### src/rtl/path_arb.sv
// N-channel FIFO data path with a round-robin / fixed-priority burst arbiter
// driving a shared bus through a req_o/gnt_i handshake.
module path_arb #(
    parameter  int DATA_W    = 8,
    parameter  int NUM_CH    = 4,
    parameter  int DEPTH     = 4,
    parameter  int MAX_BURST = 4,
    localparam int CH_W      = $clog2(NUM_CH)
) (
    input  logic                     clk,
    input  logic                     rst,
    input  logic [NUM_CH*DATA_W-1:0] data_i,
    input  logic [NUM_CH-1:0]        valid_i,
    output logic [NUM_CH-1:0]        stop_o,
    output logic [NUM_CH-1:0]        ovf_o,
    input  logic                     mode_i,
    output logic                     req_o,
    input  logic                     gnt_i,
    output logic                     valid_o,
    output logic [DATA_W-1:0]        data_o,
    output logic [CH_W-1:0]          ch_o
);
    localparam int AW = $clog2(DEPTH);
    localparam int CW = AW + 1;
    localparam int BW = $clog2(MAX_BURST) + 1;

    typedef enum logic [1:0] {IDLE, REQ, XFER} state_t;

    state_t              state, state_next;
    logic [DATA_W-1:0]   mem [NUM_CH][DEPTH];
    logic [AW-1:0]       wr_ptr [NUM_CH];
    logic [AW-1:0]       rd_ptr [NUM_CH];
    logic [CW-1:0]       count [NUM_CH];
    logic [CW-1:0]       count_next [NUM_CH];
    logic [NUM_CH-1:0]   nonempty, nonempty_next, push, pop;
    logic [CH_W-1:0]     win, pick, rr_ptr;
    logic [BW-1:0]       burst_cnt;
    logic                pop_any, burst_last;
    int                  idx;

    always_comb begin
        nonempty = '0;
        for (int c = 0; c < NUM_CH; c++) nonempty[c] = (count[c] != '0);
        pop = '0;
        if (state == XFER && gnt_i && nonempty[win]) pop[win] = 1'b1;
        pop_any = |pop;
        nonempty_next = '0;
        stop_o = '0;
        for (int c = 0; c < NUM_CH; c++) begin
            // A full FIFO still accepts a word when it is popped on the same edge.
            push[c]          = valid_i[c] && (count[c] != CW'(DEPTH) || pop[c]);
            count_next[c]    = count[c] + CW'(push[c]) - CW'(pop[c]);
            nonempty_next[c] = (count_next[c] != '0);
            stop_o[c]        = (count[c] >= CW'(DEPTH - 1));
        end
        burst_last = pop_any && (!nonempty_next[win] || burst_cnt == BW'(MAX_BURST - 1));
    end

    // Winner search: upward from rr_ptr in round-robin mode, from 0 in priority mode.
    always_comb begin
        pick = '0;
        idx  = 0;
        for (int i = NUM_CH - 1; i >= 0; i--) begin
            idx = mode_i ? i : (int'(rr_ptr) + i) % NUM_CH;
            if (nonempty[idx]) pick = CH_W'(idx);
        end
    end

    // NOTE: sequential state uses non-blocking assignments so every register
    // samples the pre-edge values, regardless of block ordering.
    always_ff @(posedge clk) begin
        if (rst) state <= IDLE;
        else     state <= state_next;
    end

    always_comb begin
        state_next = state;
        case (state)
            IDLE:    if (|nonempty) state_next = REQ;
            REQ:     if (gnt_i) state_next = (|nonempty) ? XFER : IDLE;
            XFER:    if (burst_last) state_next = (|nonempty_next) ? REQ : IDLE;
            default: state_next = IDLE;
        endcase
    end

    always_comb begin
        req_o = (state != IDLE);
    end

    always_ff @(posedge clk) begin
        if (rst) begin
            win       <= '0;
            rr_ptr    <= '0;
            burst_cnt <= '0;
            valid_o   <= 1'b0;
            data_o    <= '0;
            ch_o      <= '0;
            ovf_o     <= '0;
            for (int c = 0; c < NUM_CH; c++) begin
                wr_ptr[c] <= '0;
                rd_ptr[c] <= '0;
                count[c]  <= '0;
            end
        end else begin
            valid_o <= pop_any;
            if (pop_any) begin
                data_o    <= mem[win][rd_ptr[win]];
                ch_o      <= win;
                burst_cnt <= burst_cnt + 1'b1;
            end
            if (state == REQ && gnt_i) begin
                win       <= pick;
                burst_cnt <= '0;
            end
            if (burst_last) rr_ptr <= (win == CH_W'(NUM_CH - 1)) ? '0 : win + 1'b1;
            for (int c = 0; c < NUM_CH; c++) begin
                count[c] <= count_next[c];
                if (push[c]) wr_ptr[c] <= wr_ptr[c] + 1'b1;
                if (pop[c])  rd_ptr[c] <= rd_ptr[c] + 1'b1;
                if (valid_i[c] && !push[c]) ovf_o[c] <= 1'b1;
            end
        end
    end

    // NOTE: storage is not reset; counts and pointers alone define what is valid.
    always_ff @(posedge clk) begin
        for (int c = 0; c < NUM_CH; c++)
            if (push[c]) mem[c][wr_ptr[c]] <= data_i[c*DATA_W +: DATA_W];
    end
endmodule

### config.mk
export PLATFORM = sky130hd
export DESIGN_NAME = path_arb
export DESIGN_NICKNAME = d
export VERILOG_FILES = /design/src/rtl/path_arb.sv
export SDC_FILE = /design/constraint.sdc
export NUM_CORES = 1
export LEC_CHECK = 0
export ABC_AREA = 0
export CORE_ASPECT_RATIO = 1.75
export CORE_MARGIN = 2
export CORE_UTILIZATION = 37
export DETAILED_ROUTE_END_ITERATION = 6
export SKIP_LAST_GASP = 1
export SYNTH_ARGS = -nofsm -noshare
export SYNTH_HDL_FRONTEND = slang
export SYNTH_SLANG_ARGS = --single-unit
### constraint.sdc
create_clock -name clk -period 6.9 [get_ports clk]
set_input_delay 1.38 -clock clk [delete_from_list [all_inputs] [get_ports clk]]
set_output_delay 1.38 -clock clk [all_outputs]
set_load 0.005 [all_outputs]
Word-level counts from Yosys, hierarchy flattened
Memories as Yosys holds them, arrays and structs flattened. A register that Yosys moved wholly into a read port is not among the register bits.
Cells that the tools add are included.
- register bits after elaboration: 24
- bits in writable memories: 156
- bits of input ports: 40
- output and inout port bits: 20
- word-level logic and storage cells: 223
- memories: 4
- $add $sub $neg: 21
- magnitude comparators: 19
- equality and inequality tests: 11
- mux-type cells: 92
- bitwise operators: 20
- reductions and logical operators: 45
- memories (memory ; words ; width ; read ports ; clocked after memory_dff ; write ports ; line ; RTL):
    mem ; 4 ; 32 ; 1 ; 1 ; 4 ; 30 ; logic [DATA_W-1:0] mem [NUM_CH][DEPTH];
    count ; 4 ; 3 ; 4 ; 0 ; 4 ; 33 ; logic [CW-1:0] count [NUM_CH];
    rd_ptr ; 4 ; 2 ; 5 ; 1 ; 4 ; 32 ; logic [AW-1:0] rd_ptr [NUM_CH];
    wr_ptr ; 4 ; 2 ; 4 ; 0 ; 4 ; 31 ; logic [AW-1:0] wr_ptr [NUM_CH];
- operator list (operator ; number):
    32-bit two-way mux ; 7
    32-bit by 4-bit < comparator with 1-bit output (second input constant) ; 3
    8-bit demux with 2-bit select ; 4
    8-bit two-way mux ; 6
    2-bit two-way mux ; 22
    1-bit two-way mux ; 39
    3-bit nonzero test ; 8
    2-bit by 1-bit adder with 2-bit output (second input constant) ; 10
    1-bit logical AND ; 17
    8-bit binary-select mux with 2-bit select ; 1
    3-bit >= comparator (second input constant) ; 5
    2-bit inverter with 3-bit output ; 5
    3-bit by 1-bit adder with 3-bit output ; 4
    1-bit binary-select mux with 2-bit select ; 6
    3-bit by 2-bit >= comparator with 1-bit output (second input constant) ; 4
    3-bit by 1-bit < comparator with 1-bit output (second input constant) ; 4
    3-bit two-way mux ; 4
    3-bit inequality test (second input constant) ; 4
    1-bit bitwise OR ; 12
    4-bit OR reduction ; 3
    3-bit by 1-bit subtractor with 3-bit output ; 4
    2-bit OR reduction ; 4
    2-bit by 3-bit < comparator with 1-bit output (second input constant) ; 2
    2-bit inequality test (second input constant) ; 3
    other kinds (15) ; 27

Longest topological paths before layout
Gate-level depths: netlist of the first run.
An unclocked memory read counts as a cell.
- depth after elaboration: 18
- mapped depth: 13
- gate-level depth less buffers: 13

Least setup slack after synthesis of the first run
OpenSTA, ideal clock, no wires.
- path type: input -> register
- start point: in gnt_i
- end point: reg rr_ptr[0]
- setup time: 0.121 ns
- arrival: 4.192 ns
- data required time: 6.779 ns
- setup slack: 2.587 ns
- stages: 13
- path buffers: 1
- cell sequence: and3b_1 buf_2 nand4_1 inv_1 ha_1 inv_1 ha_1 fa_1 xor2_1 or3_1 mux4_2 a21oi_4 mux2_4
- longest elaborated chain between the ends: 13
- elaborated cells on any way between the ends: 29
- those cells by class: add/sub: 8; mux: 3; reduce/logical: 18
- ends and longest elaborated chain (what ; line ; RTL):
    start: declaration ; 18 ; input logic gnt_i,
    1-bit logical AND (*) (2 in series) ; 45 ; if (state == XFER && gnt_i && nonempty[win]) pop[win] = 1'b1;
    4-bit two-way mux (*) ; 45 ;
    1-bit logical OR ; 51 ; push[c] = valid_i[c] && (count[c] != CW'(DEPTH) || pop[c]);
    1-bit logical AND ; 51 ;
    3-bit by 1-bit adder with 3-bit output ; 52 ; count_next[c] = count[c] + CW'(push[c]) - CW'(pop[c]);
    3-bit by 1-bit subtractor with 3-bit output ; 52 ;
    3-bit nonzero test ; 53 ; nonempty_next[c] = (count_next[c] != '0);
    1-bit binary-select mux with 2-bit select ; 56 ; burst_last = pop_any && (!nonempty_next[win] || burst_cnt == BW'(MAX_BURST - 1));
    1-bit two-way mux (implied by the code) ; 56 ;
    1-bit logical NOT ; 56 ;
    1-bit logical OR ; 56 ;
    1-bit logical AND (*) ; 56 ;
    end signal: assignment ; 115 ; if (burst_last) rr_ptr <= (win == CH_W'(NUM_CH - 1)) ? '0 : win + 1'b1;
    end: declaration ; 36 ; logic [CH_W-1:0] win, pick, rr_ptr;
Every way passes the cells marked *; elsewhere a longest branch is shown, timed or not. The select of a mux whose other input is x is not followed.
A chain may end at the register's enable or synchronous reset.

==> results of run 1 <==
metrics by stage:
step	hold WS (ns)	worst slack [ns]	cell area [um2]
floorplan	0.453	2.59	8130
global placement	0.449	1.85	8980
global route	0.501	2.03	9590
detailed placement	0.450	1.79	8980
finish	0.459	2.22	9590
CTS	0.461	2.25	9590
cell families after synthesis:
logic type | count (synthesis)
buf+inv | 79
simple gates | 137
fa+ha+maj | 38
flops | 182
compound gates | 107
xor+xnor | 9
mux | 41
final cells by class:
class	count	area share, %
flip-flops and latches	182	53.0
multi-input cells	332	28.5
repair buffers	61	6.26
clock buffers	17	4.43
well taps	292	3.81
inverters	51	2.00
clock inverters	15	1.97
final timing paths:
check,start,to,slack [ns]
max,gnt_i,rr_ptr[0],2.22
max reg2reg,win[0],rr_ptr[0],2.85
min,ch_o[1],ch_o[1],0.46
min reg2reg,ch_o[1],ch_o[1],0.46
report_power, final:
group | switching [mW] | internal [mW]
combinational | 0.366 | 0.265
clock | 0.449 | 0.551
sequential | 0.0800 | 1.31
state kept, by name (all words and copies together) (netlist names), named ones only:
signal and flops:
burst_cnt 3, ch_o 2, count 12, data_o 8, mem 128, ovf_o 4
rd_ptr 8, rr_ptr 2, state 2, valid_o 1, win 2, wr_ptr 8
Yosys cell counts, types with 10 or more instances:
cell type,n,share of area (%)
o21ai_0,14,0.86
nand2b_1,10,0.77
inv_1,51,2.4
nand2_1,13,0.60
and2_1,16,1.2
a21oi_1,10,0.62
a211oi_1,13,1.2
nor2_1,23,1.1
clkbuf_1,17,0.78
a222oi_1,22,2.7
ha_1,34,5.2
edfxtp_1,144,53
mux2i_1,15,1.8
dfxtp_1,38,9.4
o22ai_1,10,0.77
nor2b_1,20,1.5
mux2_2,23,3.2
tightest hold or removal path: cells and delay by family, from the launching register on:
family | cells | cell delay, ns
AND/OR/NAND/NOR | 1 | 0.05
AO/OA/AOI/OAI | 1 | 0.05
flip-flops | 1 | 0.31
routing by layer:
metal	routed length, um	GRT usage [%]	up-vias
met1	6710	16.5	2515
met3	661	2.90	36
li1	-	-	2348
met2	9920	30.5	135
met4	576	7.98	0
met5	0	0	-
==> results.txt, run 1 <==
Most frequently used flop master after synthesis: edfxtp_1. The tools report the starting utilization of the core area as 37.8%. The core region is 21500 um2. Dividing total power by cell area gives a power density of 315 nW/um2. The proportion of layout cells with a drive suffix above 1 is 11.1%. The slew at the pin closest to its max-slew limit came out at 1.14 ns. The deepest clock path buffer count was 2. In this run, post-CTS repair resized a total of 0 instances.

STA classifies the critical path startpoint as an input port. The area of combinational cells with multiple inputs was 2740 um2. The number of logic stages on the critical path including buffering came out at 10. In the layout the commonest cells are 144 x edfxtp_1, 58 x clkdlybuf4s50_1, 51 x inv_1, 38 x dfxtp_1, 34 x ha_1. Total number of H-tree levels: 4. The run gives 1980 as the filler cell count.

TritonCTS built the clock tree. For the worst endpoint data arrival time, the log shows 5.01 ns. The mapped netlist covers 8130 um2.

In this run, post-CTS hold repair placed 0 buffers. In this run the tightest slew margin relative to its limit is 24.2%. For this run, the number of standard cells in the final layout without fillers is 950. The start-to-end type of the worst setup path is input port to flip-flop.

At the later pin of the worst-skew pair, clock insertion delay measures 0.43 ns. The initial detailed-routing violation count came out at 293. The synthesized netlist devotes 10.7% of its cell area to compound gates.

The gate count of the mapped netlist is 593, and the number of library cell types mapped by synthesis is 62. Counting flops with an async set or reset pin after synthesis yields a share of 0%. The tools report the sequential cell area as 5080 um2. The clock arrives with 0.0118 ns of skew. The vias after detailed routing came out at 5034.

The die covers 23200 um2. The run gives 0 as the count of endpoints failing setup in the final report. Once layout is complete, the utilization of the core stands at 44.6%. The total number of yosys warnings came out at 0. Post-CTS timing repair inserted 0 buffers for setup.

Setup repair after global routing left no endpoint under its margin. By area, the combinational part of the netlist is dominated by compound AO/OA/AOI/OAI gates. The sink count of the clock tree is 182, and the number of cells on the worst reg-to-reg path is 13. Gate family responsible for the most delay along the worst path: simple AND/OR/NAND/NOR gates.

The tools report the wire length reported by the detailed router as 17900 um. In this design, the stage delay of the slowest critical-path cell is 0.52 ns. After layout, the worst path uses 67.9% of the clock period. Flip-flop and latch count after synthesis: 182. The worst hold path stage count was 2.

Count of buffer and inverter cells on the critical path: 1. After Yosys synthesis, full adders, half adders and majority gates account for 6.22% of the synthesized area. Top fanout value on the critical path: 8. Leaving out fill and tap cells, the most frequent cell in the layout is edfxtp_1.

The basic-gate share of the synthesized area counting and, or, nand and nor cells was 9.99%; the synthesized area divided by synthesized cell count was 13.7 um2. The number of hold violations in the final report is 0, and the sequential share of the synthesized area is 62.6%. For the peak supply drop, the log shows 136 uV. The count of buffers added on input and output ports is 59.

The post-detailed-route count of antenna-violating nets was 0; the number of clock buffers inserted by TritonCTS was 17. Once placement completed, the tool counted placed cells totaling 918. Via count of the first global-routing pass: 5262.

The final critical path time including I/O delays and setup works out to 4.68 ns. The initial antenna violation count was 0; the die boundary width was 116 um. Dividing the detail-routed wire length by the instance count gives 18.8 um. The last weighted congestion value of the routability-driven placer was 0.835; the clock-pin slew reported for the worst setup and hold paths after clock tree synthesis was 0.07 ns. The run gives 0 as the final count of pins violating max slew. The run gives 0 as the number of remaining DRC errors. Clock tree synthesis selected as its root buffer the cell clkbuf_16.

For this run, the post-layout net count is 723. Walking the worst path, the cells encountered are clkdlybuf4s50_1 > and3b_1 > nand4_1 > a31oi_2 > ha_1 > fa_1 > or3_1 > mux4_2 > a21oi_4 > mux2_4. The overall fraction of global-route tracks in use was 16.0%. Yosys mapped a number of flops with a built-in enable equal to 144. The required time at the worst-slack endpoint came out at 7.23 ns. The maximum number of pins on one net before global-route repair is 62, and the half-perimeter wire length after placement is 12900 um. The achievable clock frequency came out at 214 MHz.

The number of antenna diodes in the final layout is 0. Summed over all failing endpoints, the final setup total negative slack is 0 ns. The remaining global-route overflow came out at 0.

The synthesized netlist net count is 671. The run finished with clean final reports. Power comes to 3.02 mW. The post-detailed-route via-to-cell ratio is 5.30, and the detailed-router iteration count before antenna repair is 6. The wire length of the first global-routing pass was 27600 um. In this run the core area contains 71 standard-cell rows. From synthesis to final layout, the design area changed by 18.0%.

The tool flagged a number of max-cap violations equal to 0. The worst hold path belongs to the class flip-flop to flip-flop. After Yosys synthesis, XOR and XNOR cells account for 0.970% of the synthesized area.

The worst setup path is captured at a flip-flop. The chip height is 200 um. 60 I/O pins were placed.

In this run the static leakage power is 3.35 nW. The portion of synthesized area spent on multiplexers is 5.77%. On the critical path, the stage with the largest delay is an instance of mux4_2.
Power figures use the tool's default switching activity.
==> run 2, diff against run 1 <==
==> constraint.sdc (replaced) <==
create_clock -name clk -period 4.45 [get_ports clk]
set_input_delay 0.89 -clock clk [delete_from_list [all_inputs] [get_ports clk]]
set_output_delay 0.89 -clock clk [all_outputs]
set_load 0.005 [all_outputs]
==> run 2 against run 1 <==
Combinational power rose by 57%. Total power grew 55%. Worst hold slack better by 0.0057 ns. Non-clock buffer count increased by 6. Via count is 0.36% lower. Count of clock-buffer cells in the layout grew 4. Final cell count rose by 0.63%. Core utilization up 0.16 points. Sequential power grew 55%. Worst setup slack got worse by 1.8 ns. First-iteration DRC count rose by 21%. Wire length is 2.0% lower. Largest power group unchanged.
==> results.txt, run 2 (synthesized netlist as in run 1, its figures left out) <==
The sink count of the clock tree was 182 (unchanged); the number of hold violations in the final report was 0 (unchanged). The total number of H-tree levels came out at 4 (unchanged). For the detailed-routed wire length on met3, the log shows 598 um (-9.5%).

The tools report the area of combinational cells with multiple inputs as 2740 um2 (unchanged). The hold buffer count at CTS is 0 (unchanged). Final count of pins violating max slew: 0 (unchanged). STA classifies the critical path startpoint as an input port.

The net total in the final layout is 729 (+0.83%), and the post-detailed-placement cell area is 9020 um2 (+0.50%). The sequential cell area is 5080 um2 (unchanged). The worst register-to-register path ends at rr_ptr[0]. The run gives 0 (unchanged) as the post-detailed-route count of antenna-violating nets. The area growth from synthesis to layout is 18.4%.

The overall power after layout is 4.70 mW (+55%), and the number of instances resized during post-cts repair is 0 (unchanged). The area of the die came out at 23200 um2 (unchanged). The uppermost metal layer occupied by signal nets is met4. The worst min-delay path class is flip-flop to flip-flop. The detailed-router iteration count before antenna repair was 6 (unchanged). The count of buffers inserted at the top-level ports was 59 (unchanged); the final setup skew was 0.00946 ns (-0.00235 ns). The max-cap check violation count came out at 0 (unchanged). The tools report the startpoint of the most critical setup path as gnt_i. The worst path uses 90.8% of the clock period. The number of placement rows is 71 (unchanged), and the static leakage power is 3.38 nW (+0.80%).

The detailed-routed wire length on met2 was 9790 um (-1.3%). The run finished with clean final reports. Deepest clock path buffer count: 2 (unchanged). The post-detailed-route via-to-cell ratio works out to 5.25 (-0.98%). The root buffer cell chosen for the clock tree is clkbuf_16. The proportion of layout cells with a drive suffix above 1 is 11.6% (+0.50 points), and the filler cell count is 1963 (-0.86%).

The start-to-end type of the worst setup path is input port to flip-flop. Starting utilization of the core area: 37.8% (unchanged). The per-cell routed wire length is 18.3 um (-2.6%). Setup slack of the worst register-to-register path: 0.47 ns (-2.38 ns).

The remaining global-route overflow was 0 (unchanged). The library cells used most frequently in the layout, excluding fill and tap cells, are 144 x edfxtp_1, 58 x clkdlybuf4s50_1, 51 x inv_1, 38 x dfxtp_1, 34 x ha_1. The logs give 62 (unchanged) for the maximum number of pins on one net before global-route repair and 5344 (+1.6%) for the via count of the first global-routing pass. The met1 wire length is 6530 um (-2.7%).

The latest clock arrival within the worst-skew pair was 0.43 ns (about the same). For the smallest hold slack, the log shows 0.464 ns (+0.00570 ns). The number of primary I/O pins was 60 (unchanged). Setup repair after global routing left no endpoint under its margin.

The post-CTS repair timing setup buffer count is 0 (unchanged), and the cell area after layout is 9630 um2 (+0.37%). The required time at the worst-slack endpoint was 4.77 ns (-2.46 ns). The run gives 0 (unchanged) as the initial antenna violation count. The overall fraction of global-route tracks in use is 15.9% (-0.17 points), and the peak supply drop is 235 uV (+72%). The number of clock buffers inserted by TritonCTS came out at 17 (unchanged). Number of remaining DRC errors: 0 (unchanged).

The run gives 4.36 ns (-0.65 ns) as the worst endpoint data arrival time. The number of cells on the worst reg-to-reg path works out to 13 (unchanged). Commonest non-fill, non-tap cell in the layout: edfxtp_1.

The wire length reported by the detailed router is 17500 um (-2.0%). The top fanout value on the critical path was 5 (-3). The run gives 248 MHz as the achievable clock frequency. The worst setup path is captured at a flip-flop.

The chip height was 200 um (unchanged). The worst register-to-register path begins at win[0]. The half-perimeter wire length after placement is 12600 um (-2.1%), and the wire length of the first global-routing pass is 27800 um (+0.75%). For the floorplan core area, the log shows 21500 um2 (unchanged). The count of endpoints failing setup in the final report came out at 0 (unchanged). The tools report the timing endpoint of the critical path as rr_ptr[0].

The number of flip-flops in the largest register is 128 (unchanged), and the last weighted congestion value of the routability-driven placer is 0.793 (-4.9%). The logs give 355 (+21%) for the initial detailed-routing violation count and 5016 (-0.36%) for the vias after detailed routing. Power density over the cells: 488 nW/um2 (+55%). The clock-pin slew reported for the worst setup and hold paths after clock tree synthesis works out to 0.07 ns (about the same).

The number of antenna repair diodes was 0 (unchanged). For the finished layout, the period the worst path requires is 4.04 ns. The slew at the pin closest to its max-slew limit works out to 1.09 ns (-0.0435 ns). The tightest slew margin relative to the limit came out at 27.1% (+2.9 points).

TritonCTS built the clock tree. The die boundary width came out at 116 um (unchanged).
## run 2: cell count changes in the layout (fill, tap and decap cells not counted), sizes merged
cell      change
clkinv        -3
inv           -1
clkbuf        +4
bufinv        +1
buf           +6
clkinvlp      -1
## run 2: final cells by class
cell class / instances / area share [%]
multi-input cells: 332 / 28.4
clock buffers: 21 / 4.57
flip-flops and latches: 182 / 52.8
well taps: 292 / 3.79
clock inverters: 11 / 1.70
inverters: 51 / 1.99
repair buffers: 67 / 6.71
## run 2: report_power, final
group / leakage [nW] / internal (mW) / switching, mW
sequential: 1.65 / 2.04 / 0.123
combinational: 1.44 / 0.426 / 0.563
clock: 0.291 / 0.901 / 0.648
total: 3.38 / 3.36 / 1.33
## run 2: worst min path at each step
| stage | start | end | cells after the start |
|---|---|---|---|
| 2_1_floorplan | ch_o[1] | ch_o[1] | 2 |
| 3_3_place_gp | ch_o[1] | ch_o[1] | 2 |
| 3_5_place_dp | ch_o[1] | ch_o[1] | 2 |
| 4_1_cts | ch_o[1] | ch_o[1] | 2 |
| 5_1_grt | ch_o[1] | ch_o[1] | 2 |
| 6_report | ch_o[1] | ch_o[1] | 2 |
## run 2: critical path: stages
cell,delay [ns]
clkdlybuf4s50_1,0.48
and3b_1,0.31
nand4_1,0.25
inv_1,0.13
ha_1,0.23
inv_1,0.06
ha_1,0.16
fa_1,0.42
or3_1,0.44
mux4_2,0.51
a21oi_4,0.18
mux2_4,0.31
## run 2: routing by layer
metal | up-vias | GRT usage (%)
met4 | 0 | 7.14
li1 | 2363 | -
met1 | 2478 | 16.9
met3 | 40 | 2.66
met5 | - | 0
met2 | 135 | 30.0
## run 2: metrics by stage
stage	setup TNS [ns]	utilization [%]	cells	worst slack, ns
5_1_grt	0	44.8	956	0.215
6_report	0	44.8	956	0.410
3_5_place_dp	-0.0870	42.0	924	-0.0601
3_3_place_gp	0	42.0	924	0.0364
2_1_floorplan	0	-	593	0.627
4_1_cts	0	44.8	956	0.382
==> run 3, diff against run 2 <==
--- a/config.mk
+++ b/config.mk
@@ -10,6 +10,8 @@
 export CORE_MARGIN = 2
 export CORE_UTILIZATION = 37
 export DETAILED_ROUTE_END_ITERATION = 6
+export GPL_ROUTABILITY_DRIVEN = 0
+export SETUP_SLACK_MARGIN = 0.15
 export SKIP_LAST_GASP = 1
 export SYNTH_ARGS = -nofsm -noshare
 export SYNTH_HDL_FRONTEND = slang
==> results of run 3 <==
Same layout as run 2: the final DEF is identical, and so are final timing and power.
